$ cat config.mk
export PLATFORM = sky130hd
export DESIGN_NAME = timer_hms
export DESIGN_NICKNAME = d
export VERILOG_FILES = /design/src/rtl/timer_pkg.sv /design/src/rtl/bcd_counter.sv /design/src/rtl/timer_hms.sv
export SDC_FILE = /design/constraint.sdc
export NUM_CORES = 1
export LEC_CHECK = 0
export CORE_ASPECT_RATIO = 0.9
export CORE_MARGIN = 1
export CORE_UTILIZATION = 44
export CTS_CLUSTER_SIZE = 40
export DETAILED_ROUTE_END_ITERATION = 8
export PLACE_DENSITY_LB_ADDON = 0.05
export SLEW_MARGIN = 10
export SYNTH_ARGS = -nofsm -noshare
export SYNTH_HDL_FRONTEND = slang
export SYNTH_SLANG_ARGS = --single-unit
$ cat constraint.sdc
create_clock -name clk -period 3.3 [get_ports clk]
set_clock_uncertainty 0.05 [all_clocks]
set_input_delay 0.33 -clock clk [delete_from_list [all_inputs] [get_ports clk]]
set_output_delay 0.33 -clock clk [all_outputs]
set_load 0.1 [all_outputs]
$ cat src/rtl/timer_pkg.sv
// Shared constants and the digit-to-segment encoder for the HH:MM:SS display.
// Segment patterns are active-low in {dp,g,f,e,d,c,b,a} order with dp off.
package timer_pkg;

    localparam logic [7:0] NUMBER_0 = 8'hC0;
    localparam logic [7:0] NUMBER_1 = 8'hF9;
    localparam logic [7:0] NUMBER_2 = 8'hA4;
    localparam logic [7:0] NUMBER_3 = 8'hB0;
    localparam logic [7:0] NUMBER_4 = 8'h99;
    localparam logic [7:0] NUMBER_5 = 8'h92;
    localparam logic [7:0] NUMBER_6 = 8'h82;
    localparam logic [7:0] NUMBER_7 = 8'hF8;
    localparam logic [7:0] NUMBER_8 = 8'h80;
    localparam logic [7:0] NUMBER_9 = 8'h90;

    localparam int DIGITS = 6;

    // Clearing bit 7 lights the decimal point on an active-low pattern.
    localparam logic [7:0] DP_ON_MASK = 8'h7F;

    function automatic logic [7:0] seg_of(input logic [3:0] digit);
        case (digit)
            4'd0:    return NUMBER_0;
            4'd1:    return NUMBER_1;
            4'd2:    return NUMBER_2;
            4'd3:    return NUMBER_3;
            4'd4:    return NUMBER_4;
            4'd5:    return NUMBER_5;
            4'd6:    return NUMBER_6;
            4'd7:    return NUMBER_7;
            4'd8:    return NUMBER_8;
            4'd9:    return NUMBER_9;
            default: return NUMBER_0;
        endcase
    endfunction

endpackage

$ cat src/rtl/bcd_counter.sv
// One BCD digit counting 0..MOD-1; carry is high in the cycle it wraps.
// clr has priority so the parent can impose irregular rules such as 23 -> 00.
module bcd_counter #(
    parameter int MOD = 10
) (
    input  logic       clk,
    input  logic       rst,
    input  logic       en,
    input  logic       clr,
    output logic [3:0] value,
    output logic       carry
);

    localparam logic [3:0] LAST = 4'(MOD - 1);

    assign carry = en && (value == LAST);

    always_ff @(posedge clk or negedge rst) begin
        if (!rst) begin
            value <= '0;
        end else if (clr) begin
            value <= '0;
        end else if (en) begin
            value <= carry ? 4'd0 : value + 4'd1;
        end
    end

endmodule

$ cat src/rtl/timer_hms.sv
// Free-running 24-hour HH:MM:SS clock driving a 6-digit multiplexed
// seven-segment display with registered, active-low segment and digit outputs.
module timer_hms
    import timer_pkg::*;
#(
    parameter int TICK_DIV = 50_000_000,
    parameter int SCAN_DIV = 50_000
) (
    input  logic       clk,
    input  logic       rst,
    output logic [7:0] number,
    output logic [5:0] digit_block
);

    localparam int TW = (TICK_DIV > 1) ? $clog2(TICK_DIV) : 1;
    localparam int SW = (SCAN_DIV > 1) ? $clog2(SCAN_DIV) : 1;
    localparam logic [TW-1:0] TICK_LAST = TW'(TICK_DIV - 1);
    localparam logic [SW-1:0] SCAN_LAST = SW'(SCAN_DIV - 1);
    localparam logic [2:0]    IDX_LAST  = 3'(DIGITS - 1);

    logic [TW-1:0] tick_cnt;
    logic [SW-1:0] scan_cnt;
    logic [2:0]    idx;
    logic          tick;
    logic          scan_step;

    logic [3:0] s_units, s_tens, m_units, m_tens, h_units, h_tens;
    logic       su_carry, st_carry, mu_carry, mt_carry, hu_carry;
    logic       hour_wrap;

    logic [3:0] cur_digit;
    logic [7:0] next_number;
    logic [5:0] next_block;

    assign tick      = (tick_cnt == TICK_LAST);
    assign scan_step = (scan_cnt == SCAN_LAST);

    always_ff @(posedge clk or negedge rst) begin
        if (!rst) begin
            tick_cnt <= '0;
            scan_cnt <= '0;
            idx      <= '0;
        end else begin
            tick_cnt <= tick ? '0 : tick_cnt + 1'b1;
            scan_cnt <= scan_step ? '0 : scan_cnt + 1'b1;
            if (scan_step) begin
                idx <= (idx == IDX_LAST) ? 3'd0 : idx + 3'd1;
            end
        end
    end

    bcd_counter #(.MOD(10)) u_sec_units (
        .clk(clk), .rst(rst), .en(tick), .clr(1'b0),
        .value(s_units), .carry(su_carry)
    );

    bcd_counter #(.MOD(6)) u_sec_tens (
        .clk(clk), .rst(rst), .en(su_carry), .clr(1'b0),
        .value(s_tens), .carry(st_carry)
    );

    bcd_counter #(.MOD(10)) u_min_units (
        .clk(clk), .rst(rst), .en(st_carry), .clr(1'b0),
        .value(m_units), .carry(mu_carry)
    );

    bcd_counter #(.MOD(6)) u_min_tens (
        .clk(clk), .rst(rst), .en(mu_carry), .clr(1'b0),
        .value(m_tens), .carry(mt_carry)
    );

    // Hours are not two independent decades: 23 rolls straight to 00.
    assign hour_wrap = mt_carry && (h_tens == 4'd2) && (h_units == 4'd3);

    bcd_counter #(.MOD(10)) u_hour_units (
        .clk(clk), .rst(rst), .en(mt_carry), .clr(hour_wrap),
        .value(h_units), .carry(hu_carry)
    );

    always_ff @(posedge clk or negedge rst) begin
        if (!rst) begin
            h_tens <= '0;
        end else if (hour_wrap) begin
            h_tens <= '0;
        end else if (hu_carry) begin
            h_tens <= h_tens + 4'd1;
        end
    end

    always_comb begin
        cur_digit = s_units;
        case (idx)
            3'd0:    cur_digit = s_units;
            3'd1:    cur_digit = s_tens;
            3'd2:    cur_digit = m_units;
            3'd3:    cur_digit = m_tens;
            3'd4:    cur_digit = h_units;
            3'd5:    cur_digit = h_tens;
            default: cur_digit = s_units;
        endcase
        next_number = seg_of(cur_digit);
        if ((idx == 3'd2) || (idx == 3'd4)) begin
            next_number = next_number & DP_ON_MASK;
        end
        next_block = ~(6'b000001 << idx);
    end

    // Re-registered every cycle, so a tick refreshes the digit without a scan step.
    always_ff @(posedge clk or negedge rst) begin
        if (!rst) begin
            number      <= NUMBER_0;
            digit_block <= 6'b111110;
        end else begin
            number      <= next_number;
            digit_block <= next_block;
        end
    end

endmodule

==> results_tabular.tex, run 1 <==
\begin{tabular}{lr}
\hline
Metric & Value \\
\hline
\multicolumn{2}{l}{\textbf{Floorplanning}} \\
\quad Core region area & 0.00925 mm\^{}2 \\
\quad Chip Width & between 100 and 150 um \\
\quad Number of top-level pins & 16 \\
\quad Initial Util & a little under half \\
\quad Number of cell rows & 33 \\
\quad Total die area & between 0.01 and 0.015 mm\^{}2 \\
\quad Height of the die & 95.2 um \\
\multicolumn{2}{l}{\textbf{Place}} \\
\quad DP HPWL & 5990 um \\
\quad Port Buf Inserts & 15 \\
\quad \# placed instances & roughly 550 \\
\quad Standard cell area after detailed placement & about 0.0045 mm\^{}2 \\
\quad Final RePlAce weighted congestion & 0.824 \\
\multicolumn{2}{l}{\textbf{GRT}} \\
\quad Largest net degree at the start of global routing & 57 \\
\quad Overall overflow remaining after global route & 0 \\
\quad Number of antenna violations at the first check in global routing & 0 \\
\quad Global-route wire length before repair & 15100 um \\
\quad Total global-route track usage & 19.4\% \\
\quad Vias in the first global route & approximately 3k \\
\multicolumn{2}{l}{\textbf{STA}} \\
\quad Worst relative slew slack & 33.7\% \\
\quad Final hold violation count & 0 \\
\quad Setup repair after global routing missed its margin & no \\
\quad Minimum clock period & roughly 2.6 ns \\
\quad Accumulated negative setup slack & 0 ns \\
\quad Finish-stage setup viols & 0 \\
\quad Final Cycle Share & between 70 and 80\% \\
\quad Transition time of the tightest slew-check pin & 0.992 ns \\
\quad Slew Viols, Final & 0 \\
\quad Final Hold Slack & around 0.45 ns \\
\quad Fmax & between 0.3 and 0.4 GHz \\
\multicolumn{2}{l}{\textbf{Power and ir drop}} \\
\quad IR drop worst, VDD & 0.000266 V \\
\quad Total design power & around 1.9 mW \\
\quad Power density relative to cell area & a little over 400 mW/mm\^{}2 \\
\quad Reported leakage power & around 2.1 nW \\
\multicolumn{2}{l}{\textbf{Logic synthesis}} \\
\quad Ys async rst share & 100\% \\
\quad Leading post-synthesis cells by instance count & dfrtp\_1 (76), nor2\_1 (38), nand2\_1 (35) \\
\quad Per-instance average area after synthesis & between 10 and 15 um\^{}2 \\
\quad Gate Count Post-Synth & $\sim$420 \\
\quad Post-Synthesis Net Count & between 400 and 500 \\
\quad Count leader, synth & dfrtp\_1 \\
\quad Share of the synthesized area in the top cell type & between 40 and 50\% \\
\quad Yosys reg bits & 83 \\
\quad Distinct cell type count after synthesis & slightly above 60 \\
\quad Number of warnings printed during yosys synthesis & 0 \\
\quad Synth Cell Area & $\sim$0.0043 mm\^{}2 \\
\quad Sequential area share after synthesis & roughly half \\
\quad Post-synth EDFFs & 0 \\
\quad Library cell occupying the most area in the post-synthesis netlist & dfrtp\_1 \\
\quad Largest cells by area after synthesis & dfrtp\_1 (45\%), xor2\_1 (4.7\%), ha\_1 (4.4\%) \\
\quad Main synth FF type & dfrtp\_1 \\
\multicolumn{2}{l}{\textbf{Critical path}} \\
\quad Count of cells along the worst register-to-register path & 6 \\
\quad Startpoint type of the worst setup path & register \\
\quad Worst r2r dst & number[2] \\
\quad Worst setup path class & register to register \\
\quad Crit Reg-Reg Startpoint & idx[0] \\
\quad Register-to-Register Setup Slack & approximately 0.73 ns \\
\quad Cell-by-cell trace of the critical path & and2\_1 > ha\_1 > a22oi\_1 > a31oi\_1 > nand2\_1 > nor3\_1 \\
\quad Largest stage delay on the critical path & approximately 0.66 ns \\
\quad Critical path capture point type & register \\
\quad Slowest CP cell & dfrtp\_1 \\
\quad Maximum fanout encountered on the critical timing path & 16 \\
\quad Signal arrival time at the worst endpoint & roughly 2.8 ns \\
\quad Data required time at the worst endpoint & $\sim$3.5 ns \\
\multicolumn{2}{l}{\textbf{CTS}} \\
\quad Num Clock Sinks & between 80 and 90 \\
\quad Total clock buffers created by CTS & 9 \\
\quad Clock tree from TritonCTS & done \\
\quad Buffer depth of the longest clock path & 2 \\
\quad Clk\_lat worst skew & 0.36 ns \\
\quad Clock transition at the register clock pins on the worst setup and hold paths after CTS & about 0.08 ns \\
\quad Root buffer cell & clkbuf\_8 \\
\quad CTS H-tree lvls & 3 \\
\quad Post-CTS Repair Setup Buffers & 0 \\
\multicolumn{2}{l}{\textbf{Routing}} \\
\quad Detailed-routing iteration count for the pre-antenna-repair pass & 6 \\
\quad Via/cell ratio & roughly 5.4 \\
\quad Count of unresolved DRC violations after routing & 0 \\
\quad Total via count after detailed routing & $\sim$3.1k \\
\quad Antenna viol nets, final & 0 \\
\quad Routed wire length per instance & $\sim$15 um \\
\quad DRT Wirelength & between 8000 and 9000 um \\
\quad Initial DRC Count & about 210 \\
\multicolumn{2}{l}{\textbf{Finish}} \\
\quad Area grow syn2layout & 12.1\% \\
\quad N\_diodes & 0 \\
\quad Post-layout instance area & 0.00476 mm\^{}2 \\
\quad Net count reported at finish & $\sim$460 \\
\quad Non-filler instance count after layout & 566 \\
\quad Share of layout cells above drive strength 1 & 10.1\% \\
\multicolumn{2}{l}{\textbf{Min path}} \\
\quad Worst min-delay path category & register to register \\
\quad Beginning of the worst hold path & tick\_cnt[6] \\
\quad Hold depth & 1 \\
\quad Worst hold path endpoint & tick\_cnt[6] \\
\multicolumn{2}{l}{\textbf{Run}} \\
\quad Max-cap viol count & 0 \\
\multicolumn{2}{l}{\textbf{Outcome}} \\
\quad Run status & finished, final reports clean \\
\hline
\end{tabular}
-- routing by layer --
metal  global-route usage (%)  wire, um  up-vias  part of all wire (%)
li1                         -         -     1547                     -
met1                     29.0      4630     1480                    54
met2                     27.9      3560       33                    42
met3                     4.51       259       11                   3.0
met4                     5.56       108        0                   1.3
met5                        0         0        -                     0
-- kinds of logic (layout without fill, tap and decap cells) --
group | count (synthesis) | in the layout | share of synthesized area (%)
flops | 83 | 83 | 49.1
xor+xnor | 38 | 38 | 7.83
buf+inv | 29 | 51 | 2.74
mux | 4 | 4 | 1.00
compound gates | 70 | 70 | 11.0
simple gates | 183 | 183 | 24.0
fa+ha+maj | 15 | 15 | 4.42
-- state kept, by name, indices dropped and copies added (netlist names), 6 cells and up --
register     flops
digit_block      6
number           8
scan_cnt        16
tick_cnt        26
-- final cells by class --
| class | count | area [um^2] |
|---|---|---|
| fillers | 847 | 4490 |
| flip-flops and latches | 83 | 2090 |
| multi-input cells | 310 | 2050 |
| repair buffers | 19 | 173 |
| well taps | 122 | 153 |
| clock buffers | 12 | 145 |
| clock inverters | 4 | 98.8 |
| inverters | 16 | 60.1 |
-- per-stage QoR --
stage,util [%],worst slack [ns]
after floorplan,-,1.10
after global placement,48.8,0.840
after detailed placement,48.8,0.773
after CTS,51.5,0.750
after global routing,51.5,0.434
final,51.5,0.733
-- worst max-delay path, delay by kind of cell (launching register included) --
| family | cells | cell delay (ns) |
|---|---|---|
| AND/OR/NAND/NOR | 3 | 0.62 |
| adder cells (fa/ha/maj) | 1 | 0.37 |
| flip-flops | 1 | 0.66 |
| AO/OA/AOI/OAI | 2 | 0.79 |
-- cells in the final DEF (no fill, tap or decap), types with 10 or more instances in the layout --
cell type	Yosys	final
nand2_1	35	35
clkbuf_8	0	10
nand3_1	25	25
and3_1	11	11
xnor2_1	15	15
inv_1	16	16
ha_1	15	15
clkdlybuf4s50_1	0	11
o21ai_0	26	26
xor2_1	23	23
nor3_1	10	10
nor2_1	38	38
nand4_1	14	14
dfrtp_1	76	76
-- how the worst max path moves through the flow --
stage                              from                     to  slack, ns  depth (start not counted)
global placement           tick_cnt[16]    u_min_tens.value[3]       0.84                          5
finish                           idx[0]              number[2]       0.73                          6
detailed placement         tick_cnt[16]    u_min_tens.value[3]       0.77                          5
CTS                        tick_cnt[16]    u_min_tens.value[3]       0.75                          5
global route                     idx[0]              number[2]       0.43                          6
floorplan           u_min_tens.value[1]  u_hour_units.value[3]       1.10                          7
-- repair_timing --
item / CTS / global route
hold buffers: 1 / 0
resized for setup: 0 / 0
endpoints found under the hold margin: 36 / 0
-- power breakdown --
part / internal, mW / switching [mW] / total, mW
Sequential: 1.02 / 0 / 1.02
Clock: 0.526 / 0.365 / 0.891
Combinational: 0.00309 / 0.0194 / 0.0225
Note: power is estimated with default switching activity, not from simulation.
==> run 2, diff against run 1 <==
==> constraint.sdc (replaced) <==
create_clock -name clk -period 2.27 [get_ports clk]
set_clock_uncertainty 0.05 [all_clocks]
set_input_delay 0.227 -clock clk [delete_from_list [all_inputs] [get_ports clk]]
set_output_delay 0.227 -clock clk [all_outputs]
set_load 0.1 [all_outputs]
==> run 2 against run 1 <==
Compared with the run above: combinational power increased by 53%; utilization grew 2.7 points; clock power rose by 17%; flip-flop and latch count unchanged; wire length up 5.9%; worst setup slack worse by 0.64 ns; worst hold slack lost 0.14 ns; maximum frequency grew 18%; largest cell class is now multi-input gates.
==> results_tabular.tex, run 2 (synthesis gave the netlist of run 1 again) <==
\begin{tabular}{lr}
\hline
Metric & Value \\
\hline
\multicolumn{2}{l}{\textbf{CTS}} \\
\quad CTS H-tree lvls & 3 \\
\quad Clk\_lat worst skew & roughly 0.37 ns \\
\quad Buffer depth of the longest clock path & 2 \\
\quad Clock tree from TritonCTS & done \\
\quad Total clock buffers created by CTS & 9 \\
\quad Root buffer cell & clkbuf\_8 \\
\quad Num Clock Sinks & between 80 and 90 \\
\quad Clock transition at the register clock pins on the worst setup and hold paths after CTS & approximately 0.09 ns \\
\multicolumn{2}{l}{\textbf{Routing}} \\
\quad Routed wire length per instance & about 15 um \\
\quad Detailed-routing iteration count for the pre-antenna-repair pass & 4 \\
\quad DRT Wirelength & 9060 um \\
\quad Antenna viol nets, final & 0 \\
\quad Total via count after detailed routing & approximately 3.2k \\
\quad Initial DRC Count & approximately 130 \\
\quad Via/cell ratio & roughly 5.4 \\
\quad Count of unresolved DRC violations after routing & 0 \\
\multicolumn{2}{l}{\textbf{Critical path}} \\
\quad Signal arrival time at the worst endpoint & 2.39 ns \\
\quad Maximum fanout encountered on the critical timing path & 10 \\
\quad Worst setup path class & register to register \\
\quad Startpoint type of the worst setup path & register \\
\quad Critical path capture point type & register \\
\quad Data required time at the worst endpoint & around 2.5 ns \\
\quad Largest stage delay on the critical path & about 0.46 ns \\
\quad Top Family by Delay on Critical Path & compound AO/OA/AOI/OAI gates \\
\quad Cell-by-cell trace of the critical path & buf\_12 > or3\_1 > a21o\_4 > a41o\_1 > o211a\_1 > a21o\_1 \\
\quad Worst path bufs/invs & 1 \\
\quad Slowest CP cell & dfrtp\_1 \\
\quad Count of cells along the worst register-to-register path & 6 \\
\quad Critical path depth & 6 \\
\multicolumn{2}{l}{\textbf{Finish}} \\
\quad Most frequent cells in the layout & dfrtp\_1 (76), buf\_4 (50), nor2\_1 (38) \\
\quad Share of layout cells above drive strength 1 & 20.9\% \\
\quad Leading registers by flop count & tick\_cnt (26), scan\_cnt (16), number (8) \\
\quad Post-layout instance area & about 0.005 mm\^{}2 \\
\quad Largest register FFs & 26 \\
\quad Biggest register & tick\_cnt \\
\quad Most frequent standard cell in the layout excluding fill and tap cells & dfrtp\_1 \\
\quad Net count reported at finish & 490 \\
\quad Utilization of the core after routing & a little over half \\
\quad Area grow syn2layout & 17.8\% \\
\quad N\_diodes & 0 \\
\multicolumn{2}{l}{\textbf{Floorplanning}} \\
\quad Height of the die & roughly 95 um \\
\quad Total die area & 0.0101 mm\^{}2 \\
\quad Core region area & 0.00925 mm\^{}2 \\
\quad Initial Util & 46.0\% \\
\quad Number of top-level pins & 16 \\
\quad Number of cell rows & 33 \\
\quad Chip Width & approximately 110 um \\
\multicolumn{2}{l}{\textbf{Place}} \\
\quad Port Buf Inserts & 15 \\
\quad Dpl ws & 0.105 ns \\
\quad Standard cell area after detailed placement & 0.00475 mm\^{}2 \\
\quad Final RePlAce weighted congestion & 0.830 \\
\quad DP HPWL & 6580 um \\
\multicolumn{2}{l}{\textbf{GRT}} \\
\quad Number of antenna violations at the first check in global routing & 0 \\
\quad Vias in the first global route & slightly above 3k \\
\quad Overall overflow remaining after global route & 0 \\
\quad Total global-route track usage & between 10\% and 20\% \\
\quad Global-route wire length before repair & about 15000 um \\
\quad Largest net degree at the start of global routing & 48 \\
\multicolumn{2}{l}{\textbf{Power and ir drop}} \\
\quad Power density relative to cell area & 510 mW/mm\^{}2 \\
\quad IR drop worst, VDD & $\sim$0.0004 V \\
\quad Reported leakage power & 2.31 nW \\
\multicolumn{2}{l}{\textbf{STA}} \\
\quad Slew Viols, Final & 0 \\
\quad Accumulated negative setup slack & 0 ns \\
\quad Final Hold Slack & about 0.31 ns \\
\quad Final hold violation count & 0 \\
\quad Setup slack of the critical path after layout & 0.0946 ns \\
\quad Minimum clock period & between 2 and 2.5 ns \\
\quad Fmax & 0.460 GHz \\
\quad Setup repair after global routing missed its margin & no \\
\quad Worst relative slew slack & around two thirds \\
\quad Transition time of the tightest slew-check pin & between 0.5 and 0.6 ns \\
\quad Final Cycle Share & between 90\% and 100\% \\
\quad Finish-stage setup viols & 0 \\
\multicolumn{2}{l}{\textbf{Outcome}} \\
\quad Run status & finished, final reports clean \\
\multicolumn{2}{l}{\textbf{Run}} \\
\quad Max-cap viol count & 0 \\
\multicolumn{2}{l}{\textbf{Min path}} \\
\quad Worst min-delay path category & primary input to asynchronous set/reset pin \\
\hline
\end{tabular}
run 2: cell count changes in the layout (fill, tap and decap cells not counted), sizes merged:
cell	change
clkinv	+3
clkinvlp	+1
bufinv	-2
clkdlybuf4s50	-11
buf	+45
clkbuf	-2
run 2: layer usage:
layer / global-route usage [%] / up-vias / wire length [um]
met4: 6.25 / 0 / 107
met2: 29.5 / 38 / 3960
met5: 0 / - / 0
li1: - / 1618 / -
met1: 28.5 / 1569 / 4720
met3: 4.51 / 10 / 272
run 2: cell type report:
class | instances | area, um^2
timing repair buffer | 53 | 425
inverter | 16 | 60.1
clock buffer | 10 | 128
multi-input combinational | 310 | 2100
clock inverter | 6 | 57.6
fill | 854 | 4240
sequential | 83 | 2090
tap | 122 | 153
run 2: timing repair:
item	4_1_cts	5_1_grt
setup buffers	0	1
hold endpoints to repair	30	0
endpoints found under the setup margin	0	9
gates resized for setup	0	9
hold buffers	1	0
run 2: where the power goes:
group / switching (mW) / leakage [nW] / internal [mW]
logic: 0.0287 / 1.11 / 0.00578
registers: 0 / 1.11 / 1.48
clock network: 0.540 / 0.0958 / 0.501
run 2: per-stage QoR:
step	cells	power [mW]
6_report	600	2.55
5_1_grt	600	2.65
2_1_floorplan	422	1.51
4_1_cts	599	2.59
3_5_place_dp	582	1.54
3_3_place_gp	582	1.54
run 2: worst paths after layout:
check                       startpoint        endpoint  slack (ns)
setup / recovery                idx[0]       number[3]        0.09
hold / removal                     rst    scan_cnt[12]        0.31
setup reg to reg                idx[0]       number[3]        0.09
hold reg to reg            scan_cnt[0]     scan_cnt[0]        0.44
max in group asynchronous          rst  digit_block[2]        1.17
min in group clk           scan_cnt[0]     scan_cnt[0]        0.44
==> run 3, diff against run 2 <==
--- a/config.mk
+++ b/config.mk
@@ -15,3 +15,4 @@
 export SYNTH_ARGS = -nofsm -noshare
 export SYNTH_HDL_FRONTEND = slang
 export SYNTH_SLANG_ARGS = --single-unit
+export TNS_END_PERCENT = 10
==> run 3 against run 2 <==
Compared with the run above: worst setup slack got worse by 0.023 ns; global-route usage did not move; critical path depth rose by 1; non-clock buffer count fell by 1; sequential share of layout area rose by 0.36 points; die area did not move; power barely moved; first-iteration DRC count rose by 1.5%; combinational power barely moved; largest cell class is now flip-flops and latches.
==> results_tabular.tex, run 3 (synthesis gave the netlist of run 1 again) <==
\begin{tabular}{lr}
\hline
Metric & Value \\
\hline
\multicolumn{2}{l}{\textbf{Finish}} \\
\quad Footprint of the multi-input gates & just over 0.002 mm\^{}2 \\
\quad N\_diodes & 0 \\
\quad Leading registers by flop count & tick\_cnt (26), scan\_cnt (16), number (8) \\
\quad Largest register FFs & 26 \\
\quad Filler cells & 855 \\
\quad Utilization of the core after routing & approximately 54\% \\
\quad Footprint of the flip-flops and latches & around 0.0021 mm\^{}2 \\
\quad Area grow syn2layout & 16.8\% \\
\quad Non-filler instance count after layout & $\sim$600 \\
\quad Most frequent cells in the layout & dfrtp\_1 (76), buf\_4 (49), nor2\_1 (38) \\
\quad Share of layout cells above drive strength 1 & slightly below 20\% \\
\quad Biggest register & tick\_cnt \\
\quad Most frequent standard cell in the layout excluding fill and tap cells & dfrtp\_1 \\
\quad Net count reported at finish & just under 500 \\
\multicolumn{2}{l}{\textbf{Floorplanning}} \\
\quad Height of the die & around 95 um \\
\quad Total die area & 0.0101 mm\^{}2 \\
\quad Number of top-level pins & 16 \\
\quad Initial Util & 46.0\% \\
\quad Chip Width & roughly 110 um \\
\quad Number of cell rows & 33 \\
\quad Core region area & $\sim$0.0092 mm\^{}2 \\
\multicolumn{2}{l}{\textbf{CTS}} \\
\quad Root buffer cell & clkbuf\_8 \\
\quad Clock transition at the register clock pins on the worst setup and hold paths after CTS & 0.09 ns \\
\quad Post-CTS Repair Setup Buffers & 0 \\
\quad Num Clock Sinks & 83 \\
\quad Total clock buffers created by CTS & 9 \\
\quad Clock tree from TritonCTS & done \\
\quad CTS H-tree lvls & 3 \\
\quad Clk\_lat worst skew & around 0.37 ns \\
\quad Buffer depth of the longest clock path & 2 \\
\multicolumn{2}{l}{\textbf{STA}} \\
\quad Fmax & around 0.45 GHz \\
\quad Final Hold Slack & approximately 0.32 ns \\
\quad Transition time of the tightest slew-check pin & about 0.5 ns \\
\quad Worst relative slew slack & between 60 and 70\% \\
\quad Final Cycle Share & roughly 97\% \\
\quad Setup repair after global routing missed its margin & yes \\
\quad Setup slack of the critical path after layout & roughly 0.07 ns \\
\quad Finish-stage setup viols & 0 \\
\quad Minimum clock period & $\sim$2.2 ns \\
\quad Slew Viols, Final & 0 \\
\quad Final hold violation count & 0 \\
\multicolumn{2}{l}{\textbf{Routing}} \\
\quad Routed wire length per instance & between 15 and 20 um \\
\quad Total via count after detailed routing & 3222 \\
\quad DRT Wirelength & 9030 um \\
\quad Via/cell ratio & between 5 and 6 \\
\quad Initial DRC Count & approximately 130 \\
\quad Count of unresolved DRC violations after routing & 0 \\
\quad Antenna viol nets, final & 0 \\
\quad Detailed-routing iteration count for the pre-antenna-repair pass & 4 \\
\multicolumn{2}{l}{\textbf{Critical path}} \\
\quad Largest stage delay on the critical path & 0.46 ns \\
\quad Critical path depth & 7 \\
\quad Cell-by-cell trace of the critical path & buf\_12 > buf\_4 > and4b\_1 > a221oi\_1 > a41oi\_1 > or3\_1 > nand3\_1 \\
\quad Worst path bufs/invs & 2 \\
\quad Slowest CP cell & dfrtp\_1 \\
\quad Count of cells along the worst register-to-register path & 7 \\
\quad Critical path capture point type & register \\
\quad Data required time at the worst endpoint & 2.53 ns \\
\quad Startpoint type of the worst setup path & register \\
\quad Worst setup path class & register to register \\
\quad Top Family by Delay on Critical Path & simple AND/OR/NAND/NOR gates \\
\quad Signal arrival time at the worst endpoint & $\sim$2.5 ns \\
\quad Maximum fanout encountered on the critical timing path & 10 \\
\multicolumn{2}{l}{\textbf{GRT}} \\
\quad GRT busiest layer & met2 \\
\quad Total global-route track usage & between 10\% and 20\% \\
\quad Vias in the first global route & 3087 \\
\quad Routing usage on met2 & between 20\% and 30\% \\
\quad Largest net degree at the start of global routing & 48 \\
\quad Met3 Usage GRT & 4.51\% \\
\quad Met1 Resource Use GR & 28.5\% \\
\quad Overall overflow remaining after global route & 0 \\
\quad Number of antenna violations at the first check in global routing & 0 \\
\quad Global-route wire length before repair & about 15000 um \\
\multicolumn{2}{l}{\textbf{Place}} \\
\quad Final RePlAce weighted congestion & a little over 0.8 \\
\quad DP HPWL & 6580 um \\
\quad Dpl ws & between 0.1 and 0.15 ns \\
\quad \# placed instances & a little under 600 \\
\quad Port Buf Inserts & 15 \\
\multicolumn{2}{l}{\textbf{Run}} \\
\quad Max-cap viol count & 0 \\
\multicolumn{2}{l}{\textbf{Power and ir drop}} \\
\quad Reported leakage power & approximately 2.3 nW \\
\quad Total design power & 2.55 mW \\
\quad IR drop worst, VDD & 0.000403 V \\
\quad Power density relative to cell area & 514 mW/mm\^{}2 \\
\multicolumn{2}{l}{\textbf{Min path}} \\
\quad Worst min-delay path category & primary input to asynchronous set/reset pin \\
\multicolumn{2}{l}{\textbf{Outcome}} \\
\quad Run status & finished, final reports clean \\
\hline
\end{tabular}
==> run 3: changes by cell type in the layout (fill, tap and decap cells not counted), sizes merged <==
cell	before	now
buf	52	51
==> run 3: area by class of cell <==
type                            instances  share of cell area (%)
Tap cell                              122                    3.07
Clock inverter                          6                    1.16
Timing Repair Buffer                   52                    8.42
Multi-Input combinational cell        310                    41.6
Sequential cell                        83                    42.0
Inverter                               16                    1.21
Clock buffer                           10                    2.57
==> run 3: per-layer routing <==
layer / vias up / wire, um
li1: 1614 / -
met5: - / 0
met3: 8 / 282
met1: 1559 / 4710
met2: 41 / 3930
met4: 0 / 103
==> run 3: report_power, final <==
part | switching, mW | internal, mW | total [mW]
combinational | 0.0289 | 0.00578 | 0.0347
sequential | 0 | 1.48 | 1.48
clock | 0.538 | 0.501 | 1.04
==> run 3: through the flow <==
stage          area (um^2)  TNS, ns
4_1_cts               4950        0
6_report              4970        0
3_3_place_gp          4750        0
3_5_place_dp          4750        0
2_1_floorplan         4250        0
5_1_grt               4970   -0.134
==> run 3: worst reg2reg max path: stages (launching register included) <==
cell      delay, ns
dfrtp_1        0.46
buf_12         0.17
buf_4          0.14
and4b_1        0.18
a221oi_1       0.34
a41oi_1        0.29
or3_1          0.41
nand3_1        0.10
==> run 3: repair_timing <==
action	CTS	global route
hold buffers	1	0
hold endpoints to repair	30	0
endpoints found under the setup margin	0	9
resized for setup	0	4
==> run 3: final timing paths <==
check                                 start        endpoint  slack, ns
worst min-delay path                    rst    scan_cnt[12]       0.32
worst max-delay path                 idx[0]       number[6]       0.07
min in group clk                scan_cnt[0]     scan_cnt[0]       0.44
worst max register to register       idx[0]       number[6]       0.07
worst min register to register  scan_cnt[0]     scan_cnt[0]       0.44
max in group asynchronous               rst  digit_block[2]       1.17
